File: src/rtl/seq_multiplier.sv
// rtl/seq_multiplier.sv - iterative radix-2 shift-add multiplier with ripple-adder datapath
//
// Purpose:
//   Produces the full 2*DATA_WIDTH product of two DATA_WIDTH operands, one
//   partial-product step per clock, DATA_WIDTH steps per operation. Signed
//   operands are handled by subtracting (rather than adding) the final partial
//   product, because the MSB of a two's-complement multiplier has negative weight.
//
// Ports (seq_multiplier):
//   clk_i           system clock, all state updates on the rising edge
//   reset_i         synchronous, active-high reset
//   start_i         request a multiply; accepted only in IDLE or DONE
//   is_signed_i     1 = two's-complement operands, 0 = unsigned
//   multiplicand_i  operand M, sampled on the accepting edge
//   multiplier_i    operand Q, sampled on the accepting edge
//   busy_o          high while iterating
//   done_o          one-cycle pulse, product valid
//   product_lo_o    low half of the product
//   product_hi_o    high half of the product
//
// Ports (ripple_adder):
//   a_i, b_i        addends
//   sub_i           1 = a_i - b_i, 0 = a_i + b_i
//   sum_o           result
//   carry_o         carry out of the MSB
//   overflow_o      signed overflow

module ripple_adder #(
  parameter int WIDTH = 65
) (
  input  logic [WIDTH-1:0] a_i,
  input  logic [WIDTH-1:0] b_i,
  input  logic             sub_i,
  output logic [WIDTH-1:0] sum_o,
  output logic             carry_o,
  output logic             overflow_o
);

  // Subtraction is a + ~b + 1: invert b and inject the +1 as the carry-in.
  always_comb begin
    logic [WIDTH-1:0] b_x;
    logic             c;
    b_x   = sub_i ? ~b_i : b_i;
    c     = sub_i;
    sum_o = '0;
    for (int i = 0; i < WIDTH; i++) begin
      sum_o[i] = a_i[i] ^ b_x[i] ^ c;
      c        = (a_i[i] & b_x[i]) | (c & (a_i[i] ^ b_x[i]));
    end
    carry_o    = c;
    overflow_o = (a_i[WIDTH-1] == b_x[WIDTH-1]) && (sum_o[WIDTH-1] != a_i[WIDTH-1]);
  end

endmodule

module seq_multiplier #(
  parameter int DATA_WIDTH = 64
) (
  input  logic                  clk_i,
  input  logic                  reset_i,
  input  logic                  start_i,
  input  logic                  is_signed_i,
  input  logic [DATA_WIDTH-1:0] multiplicand_i,
  input  logic [DATA_WIDTH-1:0] multiplier_i,
  output logic                  busy_o,
  output logic                  done_o,
  output logic [DATA_WIDTH-1:0] product_lo_o,
  output logic [DATA_WIDTH-1:0] product_hi_o
);

  localparam int W  = DATA_WIDTH;
  localparam int CW = $clog2(DATA_WIDTH);

  typedef enum logic [1:0] {
    S_IDLE = 2'd0,
    S_RUN  = 2'd1,
    S_DONE = 2'd2
  } state_t;

  state_t          state_q;
  logic [W:0]      acc_q;
  logic [W-1:0]    q_q;
  logic [W-1:0]    m_q;
  logic            signed_q;
  logic [CW-1:0]   count_q;
  logic            busy_q;
  logic            done_q;
  logic [W-1:0]    prod_lo_q;
  logic [W-1:0]    prod_hi_q;

  logic [W:0]      m_ext;
  logic            last_step;
  logic            add_sub;
  logic [W:0]      add_sum;
  logic [W:0]      step_s;
  logic            fill;
  logic [W:0]      acc_d;
  logic [W-1:0]    q_d;
  logic            unused_carry;
  logic            unused_overflow;

  // One extra accumulator bit holds the sign (signed) or the carry (unsigned),
  // so acc +/- M_ext can never overflow.
  always_comb begin
    m_ext     = {signed_q & m_q[W-1], m_q};
    last_step = (count_q == CW'(W - 1));
    add_sub   = signed_q & last_step;
  end

  ripple_adder #(
    .WIDTH (W + 1)
  ) u_adder (
    .a_i        (acc_q),
    .b_i        (m_ext),
    .sub_i      (add_sub),
    .sum_o      (add_sum),
    .carry_o    (unused_carry),
    .overflow_o (unused_overflow)
  );

  // Shift the {fill, s, q} concatenation right by one: the bit leaving the
  // accumulator becomes the new MSB of q, q's LSB (already consumed) drops out.
  always_comb begin
    step_s = q_q[0] ? add_sum : acc_q;
    fill   = signed_q & step_s[W];
    acc_d  = {fill, step_s[W:1]};
    q_d    = {step_s[0], q_q[W-1:1]};
  end

  always_ff @(posedge clk_i) begin
    if (reset_i) begin
      state_q   <= S_IDLE;
      acc_q     <= '0;
      q_q       <= '0;
      m_q       <= '0;
      signed_q  <= 1'b0;
      count_q   <= '0;
      busy_q    <= 1'b0;
      done_q    <= 1'b0;
      prod_lo_q <= '0;
      prod_hi_q <= '0;
    end else begin
      case (state_q)
        S_IDLE, S_DONE: begin
          done_q <= 1'b0;
          if (start_i) begin
            m_q      <= multiplicand_i;
            signed_q <= is_signed_i;
            acc_q    <= '0;
            q_q      <= multiplier_i;
            count_q  <= '0;
            busy_q   <= 1'b1;
            state_q  <= S_RUN;
          end else begin
            state_q <= S_IDLE;
          end
        end
        S_RUN: begin
          // start_i is deliberately not looked at here: a running operation
          // cannot be restarted or re-sampled.
          acc_q   <= acc_d;
          q_q     <= q_d;
          count_q <= count_q + 1'b1;
          if (last_step) begin
            state_q   <= S_DONE;
            busy_q    <= 1'b0;
            done_q    <= 1'b1;
            prod_hi_q <= acc_d[W-1:0];
            prod_lo_q <= q_d;
          end
        end
        default: begin
          state_q <= S_IDLE;
          busy_q  <= 1'b0;
          done_q  <= 1'b0;
        end
      endcase
    end
  end

  assign busy_o       = busy_q;
  assign done_o       = done_q;
  assign product_lo_o = prod_lo_q;
  assign product_hi_o = prod_hi_q;

endmodule
File: config.mk
export PLATFORM = sky130hd
export DESIGN_NAME = seq_multiplier
export DESIGN_NICKNAME = d
export VERILOG_FILES = /design/src/rtl/seq_multiplier.sv
export SDC_FILE = /design/constraint.sdc
export NUM_CORES = 1
export LEC_CHECK = 0
export CORE_MARGIN = 4
export CORE_UTILIZATION = 55
export CTS_CLUSTER_DIAMETER = 80
export DETAILED_ROUTE_END_ITERATION = 12
export PLACE_DENSITY = 0.87
export SYNTH_ARGS = -nofsm -noshare
export SYNTH_HDL_FRONTEND = slang
export SYNTH_SLANG_ARGS = --single-unit
File: constraint.sdc
create_clock -name clk_i -period 63 [get_ports clk_i]
set_input_delay 18.9 -clock clk_i [delete_from_list [all_inputs] [get_ports clk_i]]
set_output_delay 18.9 -clock clk_i [all_outputs]
set_load 0.005 [all_outputs]
==> results.yml, run 1 <==
drt:
  wl_per_cell_um: 17.61
  drt-initial-drc-count: 1152
  dr_total_vias: 12078
  drt_first_pass_iters: 6
  viasPerCell: 5.670
  antenna_left: 0
  drc: 0
  wl_um: 37510
synth:
  synth_seq_cells: 332
  synth_top_area_share_pct: 46.95
  synth_warnings: 0
  syn_nets: 1791
  synth_flop_cell: "dfxtp_1"
  syn_area_per_cell_um2: 8.875
  synth_area_leader_cell: "dfxtp_1"
  netlist_area_mm2: 0.01416
  syn_inst: 1595
  synth.most_common_cell: "dfxtp_1"
  synth-seq-area-share_pct: 46.95
  async_flop_share_pct: 0
  synth_edf_count: 0
  synth_cell_types: 41
  yosys-top-cells-area: "dfxtp_1, fa_1, a21oi_1, nor2_1, nand2_1"
  synth_common_cells: "dfxtp_1, nor2_1, a21oi_1"
timing:
  rsz0062_at_grt: "false"
  slew_headroom_pct: 16.66
  finalHoldViolations: 0
  max_freq_ghz: 0.03265
  fin_crit_sh_pct: 48.61
  slew_violations: 0
  fin_skew_ns: 0.01902
  setup_viol: 0
  period_needed_ns: 30.62
  tns_ns: 0
  worst_pin_slew_ns: 1.250
place:
  placed_area_mm2: 0.01679
  place_congestion: 0.8476
  portBuffers: 261
  hpwl_um: 23810
  placed_cells: 2070
grt:
  grt_pass1_wl_um: 60250
  grt_max_degree: 108
  grt_pass1_vias: 12119
  overflow: 0
  antenna_found_initial: 2
  track_usage_pct: 25.56
floorplan:
  die_area_mm2: 0.02837
  pin_count: 262
  core-area_mm2: 0.02525
  start_util_pct: 56.05
  die_h_um: 168.4
  num_rows: 58
  die_w_um: 168.4
flow_run:
  drv_cap: 0
worst_hold_path:
  hold_class: "flip-flop to flip-flop"
power_and_ir_drop:
  finalPower_uw: 464.9
  power_density_mw_per_mm2: 25.91
  power.leakage_uw: 0.006775
  ir_drop_uv: 21.29
clock_network:
  cts_tree: "done"
  post_cts_buffers: 0
  htree_levels: 2
  clock_latency_ns: 0.51
  post_cts_resized: 0
  ctsHoldBuffers: 0
  numCtsBuffers: 35
  clockBufferDepth: 3
  clock-sinks: 332
  clockRootBuffer: "clkbuf_16"
  clkTransAtPathRegs_ns: 0.06
final_layout:
  syn_to_final_growth_pct: 26.74
  final_cells: 2130
  antennaDiodeCount: 0
  final_core_util_pct: 71.04
  layout-drive-gt1-share_pct: 4.556
  finalInstanceArea_mm2: 0.01794
  nNetsFinal: 1973
status:
  status: "completed"
worst_setup_path:
  end_kind: "flip-flop"
  cpMostUsedCell: "fa_1"
  cp_max_fo: 44
  critical_path_class: "flip-flop to flip-flop"
  max_stage_delay_ns: 0.98
  start_kind: "flip-flop"
  required_ns: 63.43
  worstPathArrival_ns: 31.06
  critPathSlowestCell: "nor2_4"
==> registers in the layout, summed over array words and instances (netlist names), 2 cells and up <==
name / flops
m_q: 64
q_q: 64
acc_q: 65
count_q: 6
product_lo_o: 64
product_hi_o: 64
state_q: 2
==> placed cells by master (no fill, tap or decap), drive strengths merged <==
master and n:
dfxtp 332, nor2 282, clkdlybuf4s50 260, a21oi 238, nand2 232, a22oi 105, mux2i 64, xnor2 63
fa 63, clkbuf 50, o21ai 29, a211oi 23, buf 12, clkinv 7, nand3 6, nor2b 4
nor3 3, mux2 3, bufinv 3, nand2b 2, and3 2, nand4 2, nand4b 1, or3b 1
and2 1, or2 1, nor3b 1, o221ai 1, inv 1, o21a 1, nand3b 1, a22o 1
o211ai 1, or3 1, a32oi 1, a21o 1, ha 1
==> per-stage QoR <==
step / setup slack, ns / hold slack (ns)
after CTS: 32.19 / 0.4668
after floorplan: 34.57 / 0.4488
after global routing: 31.31 / 0.4893
after detailed placement: 32.27 / 0.4593
after global placement: 32.88 / 0.4568
final: 32.38 / 0.4665
==> cells by family after synthesis <==
logic type / count (synthesis) / synth area share (%)
AND/OR/NAND/NOR: 540 / 15.02
XOR/XNOR: 63 / 3.898
multiplexers: 67 / 4.764
AO/OA/AOI/OAI: 401 / 16.57
adder cells (fa/ha/maj): 64 / 8.998
flip-flops: 332 / 46.95
buffers and inverters: 128 / 3.801
==> layout make-up <==
class	count	area, um2
fillers	1880	7313
multi-input cells	1135	7028
well taps	330	412.9
clock inverters	10	125.1
clock buffers	50	1025
repair buffers	272	2696
flip-flops and latches	332	6650
inverters	1	3.754
==> worst max-delay path: cells and delay by family, from the launching register on <==
kind | cells | cell delay, ns
adder cells (fa/ha/maj) | 64 | 27.07
AND/OR/NAND/NOR | 5 | 1.96
AO/OA/AOI/OAI | 1 | 0.39
multiplexers | 1 | 0.39
flip-flops | 1 | 0.37
XOR/XNOR | 1 | 0.26
==> final timing paths <==
path | from | end | slack [ns] | cells after the start
hold / removal | m_q[22] | m_q[22] | 0.47 | 2
setup / recovery | count_q[0] | acc_q[63] | 32.38 | 72
hold reg to reg | m_q[22] | m_q[22] | 0.47 | 2
setup reg to reg | count_q[0] | acc_q[63] | 32.38 | 72
==> per-layer routing <==
layer / routed length, um / global-route usage, %
met1: 15180 / 32.35
met2: 18470 / 44.10
met3: 2690 / 4.156
met4: 1140 / 9.598
met5: 27 / 0
==> power breakdown <==
group	internal, uW	switching (uW)
logic	16.4	20.3
registers	216	6.09
clock network	125	81.1
Note: power is estimated with default switching activity, not from simulation.
==> run 2, diff against run 1 <==
CORE_UTILIZATION = 53   (was 55)
PLACE_DENSITY = 0.85   (was 0.87)
clock period = 30.6 ns   (was 63 ns; I/O delays follow)
==> run 2 against run 1 <==
Die area rose by 3.6%. Global-route usage down 1.0 points. Non-clock buffer count rose by 4. Final cell count up 0.66%. Clock skew fell by 0.0033 ns. Register-to-register slack worse by 31 ns. Power is 110% higher.
==> results.yml, run 2 (synthesis gave the netlist of run 1 again) <==
final_layout:
  regMostFlops: "acc_q"
  nNetsFinal: 1978
  regArea_mm2: 0.006650
  filler_cell_count: 1984
  final_cells: 2144
  syn_to_final_growth_pct: 27.63
  final_common_cell: "dfxtp_1"
  final_cell_mix: "dfxtp_1, nor2_1, clkdlybuf4s50_1"
  layout-drive-gt1-share_pct: 5.141
  multi_input_comb_area_mm2: 0.007043
  antennaDiodeCount: 0
  largest_reg_flops: 65
floorplan:
  die_area_mm2: 0.02939
  start_util_pct: 54.17
  pin_count: 262
  die_w_um: 171.4
  die_h_um: 171.4
  core-area_mm2: 0.02613
  num_rows: 59
drt:
  drt-initial-drc-count: 958
  drc: 0
  wl_um: 37160
  viasPerCell: 5.593
  antenna_left: 0
  drt_first_pass_iters: 5
  wl_per_cell_um: 17.33
  dr_total_vias: 11992
timing:
  rsz0062_at_grt: "false"
  setup_viol: 0
  fin_skew_ns: 0.01572
  period_needed_ns: 29.50
  worst_pin_slew_ns: 1.153
  fin_hold_ws_ns: 0.4657
  finalHoldViolations: 0
  slew_headroom_pct: 22.90
  slew_violations: 0
  fin_crit_sh_pct: 96.40
  max_freq_ghz: 0.03390
  tns_ns: 0
grt:
  grt_pass1_wl_um: 59240
  grt_max_degree: 98
  grt_pass1_vias: 11898
  overflow: 0
  antenna_found_initial: 0
  track_usage_pct: 24.54
worst_hold_path:
  hold_end: "m_q[45]"
  worstHoldPathCells: 2
  hold_start: "m_q[45]"
  hold_class: "flip-flop to flip-flop"
clock_network:
  clock-sinks: 332
  clock_latency_ns: 0.51
  htree_levels: 2
  ctsHoldBuffers: 0
  cts_tree: "done"
  post_cts_buffers: 0
  numCtsBuffers: 36
  clockBufferDepth: 3
  clockRootBuffer: "clkbuf_16"
  clkTransAtPathRegs_ns: 0.06
worst_setup_path:
  cpMostUsedCell: "fa_1"
  reg2reg_from: "count_q[0]"
  max_stage_delay_ns: 0.46
  worstPathArrival_ns: 29.95
  start_kind: "flip-flop"
  end_kind: "flip-flop"
  critPathSlowestCell: "fa_1"
  required_ns: 31.05
  r2r_slack_ns: 1.10
  regToRegEndpoint: "product_hi_o[63]"
  r2r_cells: 72
  critical_path_class: "flip-flop to flip-flop"
  cp_max_fo: 24
status:
  status: "completed"
power_and_ir_drop:
  ir_drop_uv: 36.14
  combPwrFrac_pct: 8.0
  power.share.sequential_pct: 46.8
  netSwitchingPower_uw: 225.4
  switching_share_pct: 23.15
  clkPwrFrac_pct: 45.3
  power.leakage_uw: 0.006816
  p_int_uw: 748.2
  power_density_mw_per_mm2: 53.89
place:
  place_congestion: 0.8746
  hpwl_um: 23980
  placed_cells: 2079
  portBuffers: 261
flow_run:
  drv_cap: 0
-- run 2: how the worst max path moves through the flow --
| stage | end | from | slack, ns |
|---|---|---|---|
| after detailed placement | acc_q[63] | count_q[0] | 0.88 |
| after CTS | acc_q[63] | count_q[0] | 0.78 |
| final | product_hi_o[63] | count_q[0] | 1.10 |
| after global routing | product_hi_o[63] | count_q[0] | 0.01 |
| after floorplan | acc_q[63] | count_q[0] | 2.17 |
| after global placement | product_hi_o[63] | count_q[0] | 1.42 |
-- run 2: cell type report --
type / count / area share, %
timing repair buffer: 276 / 15.09
inverter: 1 / 0.02078
clock buffer: 53 / 5.956
tap: 335 / 2.320
sequential: 332 / 36.81
multi-input combinational: 1135 / 38.98
clock inverter: 12 / 0.8241
-- run 2: timing repair --
action | CTS | global route
endpoints found under the hold margin | 0 | 0
setup endpoints to repair | 0 | 3
resized for setup | 0 | 2
-- run 2: stage by stage --
step | utilization, % | instance area [um2] | worst slack, ns | total power [uW]
after detailed placement | 64.39 | 16830 | 0.8764 | 540.6
after global routing | 69.14 | 18070 | 0.009720 | 1009
final | 69.14 | 18070 | 1.101 | 973.6
after floorplan | - | 14160 | 2.169 | 508.2
after CTS | 69.08 | 18050 | 0.7767 | 981.8
after global placement | 64.39 | 16830 | 1.424 | 538.4
-- run 2: power groups by stage --
stage | logic, uW | clock network [uW] | registers [uW]
floorplan | 47.7 | 0 | 461
global placement | 74.7 | 0 | 464
detailed placement | 76.4 | 0 | 464
finish | 77.4 | 441 | 455
CTS | 77.3 | 450 | 455
global route | 84.8 | 468 | 456
-- run 2: worst max-delay path: cells and delay by family, from the launching register on --
family	cells	cell delay, ns
xor+xnor	1	0.21
flops	1	0.39
fa+ha+maj	64	27.15
compound gates	1	0.27
simple gates	5	1.02
mux	1	0.37
-- run 2: per-layer routing --
layer  routed length (um)  vias up  GRT usage, %
met4                 1177        0         8.956
met2                18110      453         42.31
met3                 2755       78         4.620
met5                    0        -             0
li1                     -     5729             -
met1                15120     5732         30.80
==> run 3, diff against run 2 <==
CORE_UTILIZATION = 54   (was 53)
SYNTH_HIERARCHICAL = 1   (was default)
==> run 3 against run 2 <==
Maximum frequency increased by 5.5%. Die area rose by 6.9%. Utilization decreased by 0.99 points. Synthesized cell count up 2.5%. Sequential share of layout area is 2.0 points lower. Final cell count is 3.0% higher. Wire length grew 9.1%. Non-clock buffer count shrank 2. Critical path type unchanged. Critical endpoint unchanged. Largest power group unchanged.
==> results.yml, run 3 <==
status:
  status: "completed"
place:
  portBuffers: 261
  hpwl_um: 25710
  placed_area_mm2: 0.01789
  place_congestion: 0.8163
drt:
  drc: 0
  viasPerCell: 5.686
  drt_first_pass_iters: 5
  wl_per_cell_um: 18.37
  wl_um: 40560
  antenna_left: 0
  dr_total_vias: 12554
  drt-initial-drc-count: 754
worst_setup_path:
  critical_path_class: "flip-flop to flip-flop"
  required_ns: 30.95
  max_stage_delay_ns: 0.45
  cpMostUsedCell: "fa_1"
  start_kind: "flip-flop"
  worstPathArrival_ns: 28.31
  end_kind: "flip-flop"
  cp_max_fo: 22
  critPathSlowestCell: "fa_1"
final_layout:
  nNetsFinal: 2002
  final_common_cell: "dfxtp_1"
  filler_cell_count: 2128
  finalInstanceArea_mm2: 0.01909
  final_cell_mix: "dfxtp_1, nand2_1, clkdlybuf4s50_1"
  largest_reg_flops: 65
  regMostFlops: "acc_q"
  layout-drive-gt1-share_pct: 7.490
  syn_to_final_growth_pct: 23.45
clock_network:
  post_cts_resized: 0
  post_cts_buffers: 0
  ctsHoldBuffers: 0
  clockBufferDepth: 3
  clockRootBuffer: "clkbuf_16"
  clkTransAtPathRegs_ns: 0.06
  htree_levels: 2
  numCtsBuffers: 36
  clock-sinks: 332
  cts_tree: "done"
  clock_latency_ns: 0.51
timing:
  fin_hold_ws_ns: 0.4557
  finalHoldViolations: 0
  period_needed_ns: 27.96
  slew_violations: 0
  worst_pin_slew_ns: 1.124
  rsz0062_at_grt: "false"
  fin_crit_sh_pct: 91.37
  setup_viol: 0
  fin_skew_ns: 0.02042
  slew_headroom_pct: 25.08
  tns_ns: 0
  max_freq_ghz: 0.03577
floorplan:
  die_area_mm2: 0.03141
  die_h_um: 177.2
  core-area_mm2: 0.02801
  die_w_um: 177.2
  start_util_pct: 55.21
  num_rows: 61
  pin_count: 262
grt:
  grt_pass1_vias: 13076
  track_usage_pct: 25.31
  grt_pass1_wl_um: 65550
  overflow: 0
  antenna_found_initial: 1
  grt_max_degree: 126
flow_run:
  drv_cap: 0
synth:
  netlist_area_mm2: 0.01546
  syn_nets: 1832
  syn_area_per_cell_um2: 9.458
  syn_inst: 1635
  synth_warnings: 6
power_and_ir_drop:
  ir_drop_uv: 32.95
  power.leakage_uw: 0.006356
  power_density_mw_per_mm2: 51.98
  finalPower_uw: 992.3
worst_hold_path:
  hold_class: "flip-flop to flip-flop"
run 3: changes by cell type in the layout (fill, tap and decap cells not counted), moves of 5 or more:
cell | previous run | this run
mux2_2 | 3 | 11
a211oi_1 | 23 | 12
o2bb2ai_1 | 0 | 54
o21ai_0 | 29 | 8
mux2i_1 | 64 | 121
nand3_1 | 4 | 74
and3_1 | 2 | 7
a211oi_2 | 0 | 47
nor2_1 | 280 | 7
nand4_1 | 2 | 9
a22oi_1 | 105 | 64
nand2_1 | 231 | 269
a21oi_1 | 238 | 196
inv_1 | 0 | 127
run 3: routing by layer:
layer | track usage (%) | up-vias | wire length (um) | share of wire, %
met3 | 6.323 | 97 | 3172 | 7.8
met2 | 42.62 | 469 | 19570 | 48
met4 | 9.542 | 0 | 1252 | 3.1
met1 | 31.49 | 6130 | 16570 | 41
met5 | 0 | - | 0 | 0
li1 | - | 5858 | - | -
run 3: worst max-delay path: cells and delay by family (launching register included):
kind / cells / cell delay (ns)
AND/OR/NAND/NOR: 3 / 0.78
buffers and inverters: 4 / 0.29
flip-flops: 1 / 0.38
AO/OA/AOI/OAI: 1 / 0.10
multiplexers: 2 / 0.55
adder cells (fa/ha/maj): 65 / 25.68
run 3: per-stage QoR:
step	setup slack [ns]	utilization (%)	cells
5_1_grt	1.978	68.15	2208
2_1_floorplan	4.444	-	1635
4_1_cts	2.731	68.14	2207
3_5_place_dp	2.902	63.89	2145
3_3_place_gp	3.338	63.89	2145
6_report	2.640	68.15	2208
run 3: area by class of cell:
type                       instances  area (um2)  area share [%]
sequential                       332        6650           34.84
clock buffer                      52        1042           5.460
inverter                         128       483.0           2.530
multi-input combinational       1033        7575           39.68
antenna                            1       2.502         0.01311
tap                              378       473.0           2.478
clock inverter                    10       150.1          0.7865
timing repair buffer             274        2714           14.22
run 3: report_power, final:
part	leakage [uW]	internal [uW]	switching, uW
Combinational	0.00307	39.2	56.6
Sequential	0.00270	446	10.9
Clock	0.000590	270	170
run 3: worst paths after layout:
check / slack [ns] / start / cells after the start / to
worst max register to register: 2.64 / count_q[0] / 75 / product_hi_o[63]
worst min-delay path: 0.46 / product_lo_o[26] / 2 / product_lo_o[26]
worst max-delay path: 2.64 / count_q[0] / 75 / product_hi_o[63]
worst min register to register: 0.46 / product_lo_o[26] / 2 / product_lo_o[26]
